### src/rtl/prio_decoder_seq.sv
// Registered N-to-2**N one-hot decoder behind a 2-entry skid FIFO with valid/ready on both sides.
// Optional DEC_HOLD_LAST_EN: out_onehot keeps the last popped value while the buffer is empty.
module prio_decoder_seq #(
    parameter int N = 2
) (
    input  logic              clk,
    input  logic              rst_n,
    input  logic              in_valid,
    output logic              in_ready,
    input  logic [N-1:0]      in_idx,
    output logic              out_valid,
    input  logic              out_ready,
    output logic [2**N-1:0]   out_onehot,
    output logic [1:0]        occupancy
);
    localparam int OW = 2**N;

    logic [N-1:0]  mem_q [2];
    logic [N-1:0]  mem_d [2];
    logic          wr_ptr_q, wr_ptr_d;
    logic          rd_ptr_q, rd_ptr_d;
    logic [1:0]    occ_q, occ_d;
    logic          push, pop;
    logic [OW-1:0] head_dec;
`ifdef DEC_HOLD_LAST_EN
    logic [OW-1:0] last_q, last_d;
`endif

    // Handshake status comes only from registered occupancy, keeping out_ready off the in_ready path.
    assign in_ready  = (occ_q != 2'd2);
    assign out_valid = (occ_q != 2'd0);
    assign occupancy = occ_q;

    always_comb begin
        head_dec = '0;
        head_dec[mem_q[rd_ptr_q]] = 1'b1;
    end

    always_comb begin
        push     = in_valid & in_ready;
        pop      = out_valid & out_ready;
        mem_d    = mem_q;
        wr_ptr_d = wr_ptr_q;
        rd_ptr_d = rd_ptr_q;
        occ_d    = occ_q + {1'b0, push} - {1'b0, pop};
        if (push) begin
            mem_d[wr_ptr_q] = in_idx;
            wr_ptr_d        = ~wr_ptr_q;
        end
        if (pop) begin
            rd_ptr_d = ~rd_ptr_q;
        end
    end

`ifdef DEC_HOLD_LAST_EN
    always_comb begin
        last_d = last_q;
        if (pop) begin
            last_d = head_dec;
        end
    end

    assign out_onehot = out_valid ? head_dec : last_q;
`else
    assign out_onehot = out_valid ? head_dec : '0;
`endif

    always_ff @(posedge clk or negedge rst_n) begin
        if (!rst_n) begin
            mem_q[0] <= '0;
            mem_q[1] <= '0;
            wr_ptr_q <= 1'b0;
            rd_ptr_q <= 1'b0;
            occ_q    <= 2'd0;
`ifdef DEC_HOLD_LAST_EN
            last_q   <= '0;
`endif
        end else begin
            mem_q    <= mem_d;
            wr_ptr_q <= wr_ptr_d;
            rd_ptr_q <= rd_ptr_d;
            occ_q    <= occ_d;
`ifdef DEC_HOLD_LAST_EN
            last_q   <= last_d;
`endif
        end
    end

endmodule

### config.mk
export PLATFORM = sky130hd
export DESIGN_NAME = prio_decoder_seq
export DESIGN_NICKNAME = d
export VERILOG_FILES = /design/src/rtl/prio_decoder_seq.sv
export SDC_FILE = /design/constraint.sdc
export NUM_CORES = 1
export LEC_CHECK = 0
export BUFFER_PORTS_ARGS = -buffer_cell sky130_fd_sc_hd__buf_2
export CORE_AREA = 2 2 42 44
export DETAILED_ROUTE_END_ITERATION = 16
export DIE_AREA = 0 0 44 46
export GPL_ROUTABILITY_DRIVEN = 0
export MAX_ROUTING_LAYER = met4
export PLACE_DENSITY = 0.51
export REMOVE_ABC_BUFFERS = 1
export SLEW_MARGIN = 20
export SYNTH_ARGS = -nofsm -noshare
export SYNTH_HDL_FRONTEND = slang
export SYNTH_SLANG_ARGS = --single-unit
### constraint.sdc
create_clock -name clk -period 2.8 [get_ports clk]
set_clock_uncertainty 0.15 [all_clocks]
set_input_delay 0 -clock clk [delete_from_list [all_inputs] [get_ports clk]]
set_output_delay 0 -clock clk [all_outputs]
set_load 0.02 [all_outputs]
Yosys cells after proc, flatten, opt, wreduce, memory -nomap -nowiden
Index checks and enable logic that the tools add are counted.

Word-level logic and storage cells: 31. Register bits: 8. Input port bits: 6. Output and inout bits: 8.

Mux-type cells: 9. Reductions and logical operators: 3. Bitwise operators: 6. Add/sub/neg operators: 2. Magnitude comparators: 5. Equal/unequal tests: 1.

Operators by type and width (number): 2-bit 2-to-1 mux (4); 4-bit bitwise mux (1); 2-bit >= comparator, second input constant (2); 4-bit 2-to-1 mux (1); 1-bit NOT with 2-bit output (2); 2-bit by 3-bit < comparator with 1-bit output, second input constant (1); 2-bit by 1-bit adder with 2-bit output (1); 1-bit bitwise AND (2); 1-bit demux with 2-bit select (1); 2-bit demux with 1-bit select (1); 2-bit by 1-bit >= comparator with 1-bit output, second input constant (1); 1-bit logical AND (2); 2-bit by 1-bit < comparator with 1-bit output, second input constant (1); 2-bit inequality test, second input constant (1); 1-bit NOT (2); 2-bit nonzero test (1); 2-bit by 1-bit subtractor with 2-bit output (1); 1-bit 2-to-1 mux (1).

Logic depth before layout (Yosys ltp)
Gate-level depths: netlist of the first run.

Depth in word-level cells: 9. Gate-level depth with buffers: 5. Mapped depth without buffers: 5.

Least setup slack after synthesis of the first run
OpenSTA, ideal clock, no wires.

Path type: register to register. Start: register occ_q[1], in the netlist occupancy[1]. End: register occ_q[1], in the netlist occupancy[1]. Stages on the path, launching flop included: 6. Arrival: 1.206 ns. Required time: 2.526 ns. Path slack: 1.320 ns. Path through: dfrtp_1 nor2b_1 a211oi_1 nor2_1 ha_1 xnor2_1.

Word-level cells in the longest chain between the ends: 4. Elaborated cells between the ends (all ways): 6.

Ends and longest elaborated chain: from (decl) (line 22) `logic [1:0] occ_q, occ_d;`; from (signal assigned) (line 74) `occ_q <= 2'd0;`; from (signal assigned) (line 82) `occ_q <= occ_d;`; 2-bit inequality test (line 30) `assign in_ready = (occ_q != 2'd2);`; 1-bit bitwise AND (line 40) `push = in_valid & in_ready;`; 2-bit by 1-bit adder with 2-bit output (line 45) `occ_d = occ_q + {1'b0, push} - {1'b0, pop};`; 2-bit by 1-bit subtractor with 2-bit output (*) (line 45); via occ_d[1] (line 22).

The timed path passes the listed nets; every way through them passes the cells marked *. A chain may end at the register's enable or synchronous reset.

Worst setup path after layout of the first run
Start: register occ_q[0], in the netlist occupancy[0]. End: register mem_q[1] (netlist name).

Word-level cells in the longest chain between the ends: 2.

Ends and longest elaborated chain: 2-bit inequality test (line 30); 1-bit bitwise AND (line 40); to (signal assigned) (line 79) `mem_q <= mem_d;`; to (decl) (line 18) `logic [N-1:0] mem_q [2];`.

No other way between the ends.

==> results of run 1 <==
## cells in the mapped netlist (2+ instances only)
| cell | count |
|---|---|
| o21ai_0 | 2 |
| a32oi_1 | 2 |
| dfrtp_1 | 8 |
| a21oi_1 | 2 |
| nand2_1 | 2 |
| xnor2_1 | 3 |
| mux2_2 | 2 |
| inv_1 | 3 |
| nand3_1 | 2 |
| nor2_1 | 8 |
| mux2_1 | 2 |
## sequential cells by signal (all words and copies together) (netlist names)
register,cells
mem_q,4
occupancy,2
rd_ptr_q,1
wr_ptr_q,1
## stage by stage
stage	hold slack, ns	cells	power, mW	util	worst slack, ns
floorplan	-0.4456	46	0.5362	-	1.320
global placement	-0.2970	76	0.6438	0.3395	1.407
detailed placement	-0.2968	76	0.6438	0.3395	1.367
CTS	0.3591	86	0.7530	0.3969	0.8824
global route	0.3865	86	0.8159	0.3969	0.7550
finish	0.3556	86	0.7469	0.3969	0.8279
## worst max-delay path, cell delays in order (launching register included)
cell and delay [ns]:
dfrtp_1 0.49, nand2b_4 0.21, nand3_2 0.10, mux2_1 0.33
dlygate4sd3_1 0.57
## how the worst max path moves through the flow
stage,start,end,depth (start not counted)
2_1_floorplan,occupancy[1],occupancy[1],5
3_3_place_gp,occupancy[1],occupancy[1],5
3_5_place_dp,occupancy[1],occupancy[1],5
4_1_cts,occupancy[0],mem_q[1],4
5_1_grt,occupancy[0],mem_q[1],4
6_report,occupancy[0],mem_q[1],4
## cells by family (layout without fill, tap and decap cells)
| group | count (synthesis) | count (layout) | synth area share |
|---|---|---|---|
| AO/OA/AOI/OAI | 9 | 9 | 0.1398 |
| buffers and inverters | 4 | 26 | 0.03225 |
| flip-flops | 8 | 8 | 0.4301 |
| multiplexers | 4 | 4 | 0.09677 |
| XOR/XNOR | 3 | 3 | 0.05646 |
| AND/OR/NAND/NOR | 18 | 18 | 0.2177 |
| adder cells (fa/ha/maj) | 1 | 1 | 0.02688 |
## cell usage in the layout (no fill, tap or decap)
master / count
a211oi_1: 1
a21bo_2: 1
a21oi_1: 2
a32oi_1: 2
buf_2: 13
clkbuf_4: 3
dfrtp_1: 8
dlygate4sd3_1: 7
ha_1: 1
inv_1: 3
mux2_1: 2
mux2_2: 2
nand2_1: 2
nand2b_4: 1
nand3_1: 2
nand3_2: 1
nand3b_1: 1
nand3b_2: 1
nor2_1: 8
nor2b_1: 1
nor3_1: 1
o21ai_0: 2
o32a_1: 1
xnor2_1: 3
## final cells by class
| type | count | area, um^2 | area share |
|---|---|---|---|
| Multi-Input combinational cell | 35 | 250.2 | 0.3906 |
| Sequential cell | 8 | 200.2 | 0.3125 |
| Timing Repair Buffer | 20 | 135.1 | 0.2109 |
| Clock buffer | 3 | 22.52 | 0.03516 |
| Tap cell | 17 | 21.27 | 0.03320 |
| Inverter | 3 | 11.26 | 0.01758 |
## power by group
group | switching, mW | internal, mW | leakage [nW]
Clock | 0.0381 | 0.0490 | 0.0138
Sequential | 0.0936 | 0.177 | 0.0942
Combinational | 0.202 | 0.187 | 0.189
## routing by layer
| layer | share of wire | up-vias |
|---|---|---|
| met5 | 0 | - |
| met3 | 0.031 | 2 |
| met4 | 0.013 | 0 |
| met2 | 0.49 | 7 |
| met1 | 0.46 | 185 |
| li1 | - | 211 |
==> qor.yml, run 1 <==
status: "complete, no violations"
fmax_mhz: 507.1
p_leak_nw: 0.2971
cp.required_ns: 2.78
synth_area_per_cell_um2: 9.903
ys_types: 22
die_x_um: 44
cap_viol_max_count: 0
dieHeight_um: 46
relSlewSlack: 0.7574
powerDensity_nw_per_um2: 1166
overflow: 0
grt_first_pass_wirelength_um: 1559
reg2reg_from: "occupancy[0]"
worstRegToRegCells: 4
fin_setup_tns_ns: 0
use_met1: 0.1356
synth_area_um2: 465.4
cts_tree: "done"
synth-seq-area-share: 0.4301
route.detailed.drc: 0
use_met3: 0.01190
syn_inst: 47
dr.pass1.iters: 4
clkSinkCount: 8
worst_pin_slew_ns: 0.3627
grt.total_usage: 0.1154
cts-root-buf: "clkbuf_4"
yosys_warnings: 0
hp-class: "reg2reg"
viasPerCell: 4.709
regToRegSetupSlack_ns: 0.83
fillers: 165
wl_per_cell_um: 10.74
yosys-top-cells-area: "dfrtp_1 43%, nor2_1 6.5%, xnor2_1 5.6%"
clk_path_buf_depth: 2
crit_fanout: 9
hold_path_depth: 1
maxSlewViolCount: 0
grt-busiest-layer: "met2"
core_um2: 1614
path_clk_slew_ns: 0.06
end_kind: "flip-flop"
antenna_found_initial: 0
wirelength_um: 924
fin_nets: 78
final_area_um2: 640.6
ys_ff_latch: 8
numCtsBuffers: 3
final-setup-viol-count: 0
insertion_delay_ns: 0.25
place_area_um2: 548.0
dieArea_um2: 2024
start_util: 0.2884
met2_usage: 0.1706
ys.flop_type: "dfrtp_1"
crit_type: "reg2reg"
rsz0062_at_grt: "no"
synthArstFlopShare: 1.000
ant_nets: 0
worstHoldStart: "wr_ptr_q"
min_to: "wr_ptr_q"
io_buffers: 13
final_hold_viol_count: 0
cts_resized: 0
drive_gt1_frac: 0.3188
ir_drop_v: 0.0003161
r2r_end: "mem_q[1]"
antenna_cells: 0
cts_setup_buffers: 0
grt_start_max_net_pins: 10
yosysTopAreaCellShare: 0.4301
period_needed_ns: 1.972
fin_crit_sh: 0.7043
htreeDepth: 1
worstSetupStartpointType: "flip-flop"
critical_path_arrival_ns: 1.95
area_delta_synth_final_pct: 37.63
grt_pass1_vias: 363
num_rows: 15
yosysTopAreaCell: "dfrtp_1"
drt_iter0_markers: 3
cts_hold_buf: 7
dpl.hpwl_um: 646
num_vias: 405
pin_count: 14
synth_edf_count: 0
(Power assumes the default switching activity.)
==> inputs of run 2 (changes only) <==
--- a/config.mk
+++ b/config.mk
@@ -11,7 +11,7 @@
 export DIE_AREA = 0 0 44 46
 export GPL_ROUTABILITY_DRIVEN = 0
 export MAX_ROUTING_LAYER = met4
-export PLACE_DENSITY = 0.51
+export PLACE_DENSITY = 0.53
 export REMOVE_ABC_BUFFERS = 1
 export SLEW_MARGIN = 20
 export SYNTH_ARGS = -nofsm -noshare
==> constraint.sdc (replaced) <==
create_clock -name clk -period 1.8 [get_ports clk]
set_clock_uncertainty 0.15 [all_clocks]
set_input_delay 0 -clock clk [delete_from_list [all_inputs] [get_ports clk]]
set_output_delay 0 -clock clk [all_outputs]
set_load 0.02 [all_outputs]
==> qor.yml, run 2 (synthesized netlist as in run 1, its figures left out) <==
regMostFlops: "mem_q"
largest_reg_flops: 4
antenna_cells: 0
wirelength_um: 940
crit_fanout: 8
fmax_mhz: 682.7
clkSinkCount: 8
final_common_cell: "buf_2"
insertion_delay_ns: 0.25
final_cell_mix: "13 x buf_2, 8 x nor2_1, 8 x dfrtp_1, 6 x dlygate4sd3_1"
final-setup-viol-count: 0
cts_resized: 0
worstHoldStart: "wr_ptr_q"
io_buffers: 13
hold_path_depth: 1
status: "complete, no violations"
period_needed_ns: 1.465
dieArea_um2: 2024
num_rows: 15
cp.required_ns: 1.78
dp.cells: 76
powerDensity_nw_per_um2: 1815
dpl.hpwl_um: 700.8
fin_crit_sh: 0.8138
grt_first_pass_wirelength_um: 1573
viasPerCell: 4.800
final_hold_viol_count: 0
dieHeight_um: 46
core_um2: 1614
cts_tree: "done"
fin_setup_tns_ns: 0
end_kind: "flip-flop"
grt.total_usage: 0.1120
regToRegSetupSlack_ns: 0.36
stdcell_count: 85
cts_hold_buf: 6
worst_pin_slew_ns: 0.3728
maxSlewViolCount: 0
area_delta_synth_final_pct: 35.48
antenna_found_initial: 0
pin_count: 14
die_x_um: 44
clk_path_buf_depth: 2
cts-root-buf: "clkbuf_4"
relSlewSlack: 0.7506
reg2reg_from: "occupancy[1]"
cap_viol_max_count: 0
cts_setup_buffers: 0
grt_start_max_net_pins: 10
r2r_end: "occupancy[1]"
p_leak_nw: 0.2928
critical_path_arrival_ns: 1.44
drt_iter0_markers: 1
num_vias: 408
worstSetupStartpointType: "input pin"
htreeDepth: 1
worstRegToRegCells: 5
hp-class: "reg2reg"
dr.pass1.iters: 2
rsz0062_at_grt: "no"
overflow: 0
drive_gt1_frac: 0.3235
ir_drop_v: 0.0006841
wl_per_cell_um: 11.06
fin_nets: 77
path_clk_slew_ns: 0.06
start_util: 0.2884
ant_nets: 0
min_to: "wr_ptr_q"
route.detailed.drc: 0
grt_pass1_vias: 376
crit_type: "in2reg"
numCtsBuffers: 3
run 2: cell types whose count changed in the layout (fill, tap and decap cells not counted), sizes merged:
cell | before | now
dlygate4sd3 | 7 | 6
run 2: cell type report:
class	instances	area [um^2]
Clock buffer	3	22.52
Fill cell	173	983.4
Multi-Input combinational cell	35	250.2
Inverter	3	11.26
Tap cell	17	21.27
Timing Repair Buffer	19	125.1
Sequential cell	8	200.2
run 2: worst max-delay path: stages:
cell,delay (ns)
dlygate4sd3_1,0.54
buf_2,0.17
nor2b_1,0.14
a211oi_1,0.21
nor2_1,0.07
ha_1,0.19
xnor2_1,0.12
run 2: power breakdown:
part	total, mW	leakage, nW	internal [mW]	switching, mW
sequential	0.427	0.0942	0.276	0.151
combinational	0.584	0.185	0.275	0.309
clock	0.133	0.0138	0.0760	0.0571
total	1.14	0.293	0.627	0.517
run 2: through the flow:
stage                     cell area [um^2]  setup slack [ns]  hold WS [ns]  utilization  power (mW)
final                                630.6            0.3352        0.3609       0.3907       1.145
after global placement               548.0            0.4086       -0.2979       0.3395       1.006
after global routing                 630.6            0.2274        0.3791       0.3907       1.248
after detailed placement             548.0            0.3712       -0.2953       0.3395       1.015
after floorplan                      461.7            0.3202       -0.4456            -      0.8341
after CTS                            630.6            0.3242        0.3655       0.3907       1.164
run 2: worst max path at each step:
stage          cells past startpoint       endpoint    startpoint  slack [ns]
2_1_floorplan                      5   occupancy[1]  occupancy[1]        0.32
6_report                           7   occupancy[1]      in_valid        0.34
5_1_grt                            5   occupancy[1]  occupancy[1]        0.23
3_5_place_dp                       5   occupancy[1]  occupancy[1]        0.37
4_1_cts                            3  out_onehot[1]  occupancy[1]        0.32
3_3_place_gp                       5   occupancy[1]  occupancy[1]        0.41
run 2: metal layers:
layer	share of wire	up-vias	GRT usage
met2	0.46	13	0.1794
met3	0.050	2	0.01190
li1	-	211	-
met5	0	-	-
met1	0.49	182	0.1332
met4	0.0053	0	0.07273
==> inputs of run 3 (changes only) <==
==> constraint.sdc (replaced) <==
create_clock -name clk -period 1.3 [get_ports clk]
set_clock_uncertainty 0.15 [all_clocks]
set_input_delay 0 -clock clk [delete_from_list [all_inputs] [get_ports clk]]
set_output_delay 0 -clock clk [all_outputs]
set_load 0.02 [all_outputs]
==> qor.yml, run 3 (synthesized netlist as in run 1, its figures left out) <==
status: "finished with violations"
violations: "setup timing"
crit_fanout: 7
grt_start_max_net_pins: 9
path_clk_slew_ns: 0.06
clkSinkCount: 8
core_um2: 1614
ant_nets: 0
final-setup-viol-count: 10
dpl.hpwl_um: 747.5
place_ws_ns: -0.009141
htreeDepth: 1
largest_reg_flops: 4
final_common_cell: "buf_6"
wl_per_cell_um: 12.30
finalWorstSetupSlack_ns: -0.1088
fin_crit_sh: 1.084
fin_util: 0.4946
ir_drop_v: 0.001288
die_x_um: 44
worst_pin_slew_ns: 0.3594
cts_tree: "done"
worstRegToRegCells: 4
route.detailed.drc: 0
fmax_mhz: 709.8
dieArea_um2: 2024
powerDensity_nw_per_um2: 2716
fin_nets: 85
viasPerCell: 4.796
start_util: 0.2884
cts-root-buf: "clkbuf_4"
maxSlewViolCount: 0
antenna_cells: 0
cp.required_ns: 1.15
clk_path_buf_depth: 2
drive_gt1_frac: 0.5263
regMostFlops: "mem_q"
worstSetupStartpointType: "flip-flop"
grt_pass1_vias: 423
num_rows: 15
cap_viol_max_count: 0
antenna_found_initial: 0
pin_count: 14
relSlewSlack: 0.7596
hp-class: "in2reg"
final_hold_viol_count: 0
rsz0062_at_grt: "yes"
p_leak_nw: 0.3738
grt_first_pass_wirelength_um: 1856
drt_iter0_markers: 4
insertion_delay_ns: 0.25
area_delta_synth_final_pct: 71.51
dieHeight_um: 46
wirelength_um: 1144
end_kind: "primary output"
num_vias: 446
grt.total_usage: 0.1311
final_cell_mix: "8 x buf_6, 7 x buf_2, 7 x buf_4, 6 x nor2_1, 6 x dfrtp_1"
crit_type: "reg2out"
critical_path_arrival_ns: 1.26
overflow: 0
period_needed_ns: 1.409
dr.pass1.iters: 4
numCtsBuffers: 3
io_buffers: 13
hold_path_depth: 4
[run 3: changes by cell type in the layout (fill, tap and decap cells not counted), moves of 4 or more]
cell | previous run | this run
buf_6 | 0 | 8
buf_4 | 0 | 7
buf_2 | 13 | 7
mux2_4 | 0 | 4
[run 3: stage by stage]
stage	cell area (um^2)	hold WS [ns]	instances	power [mW]	TNS, ns
after floorplan	461.7	-0.4456	46	1.155	-0.9064
after global placement	593.1	-0.2964	82	1.503	-0.004812
after detailed placement	593.1	-0.3009	82	1.522	-0.009141
after CTS	743.2	0.02081	93	1.983	-0.3926
after global routing	798.3	0.04740	93	2.318	-0.9877
final	798.3	0.03830	93	2.168	-0.4168
[run 3: final timing paths]
kind / startpoint / endpoint / slack, ns
worst max-delay path: rd_ptr_q / out_onehot[2] / -0.11
worst min-delay path: in_valid / wr_ptr_q / 0.04
worst max register to register: occupancy[1] / mem_q[2] / -0.03
worst min register to register: wr_ptr_q / wr_ptr_q / 0.41
max in group asynchronous: rst_n / rd_ptr_q / 0.15
min in group asynchronous: rst_n / occupancy[0] / 0.56
[run 3: routing by layer]
layer | vias up | GRT usage | wire, um
li1 | 225 | - | -
met3 | 0 | 0.02381 | 54
met1 | 206 | 0.1561 | 502
met4 | 0 | 0.05455 | 0
met5 | - | - | 0
met2 | 15 | 0.2176 | 587
[run 3: where the power goes]
group,switching [mW],internal (mW)
registers,0.195,0.389
clock network,0.0820,0.105
logic,0.620,0.776
[run 3: repair_timing]
action | CTS | global route
hold buffers | 5 | 0
hold endpoints to repair | 14 | 0
pin swaps | 3 | 6
gates resized for setup | 16 | 13
setup buffers | 3 | 0
endpoints found under the setup margin | 11 | 12
[run 3: layout make-up]
class                   count  area (um^2)
clock buffers               3        22.52
inverters                   3        11.26
repair buffers             27        227.7
fillers                   151        815.8
flip-flops and latches      8        202.7
well taps                  17        21.27
multi-input cells          35        312.8
[run 3: critical path: stages, from the launching register on]
cell,delay (ns)
dfrtp_2,0.44
o32a_1,0.34
nor2_1,0.09
buf_4,0.14
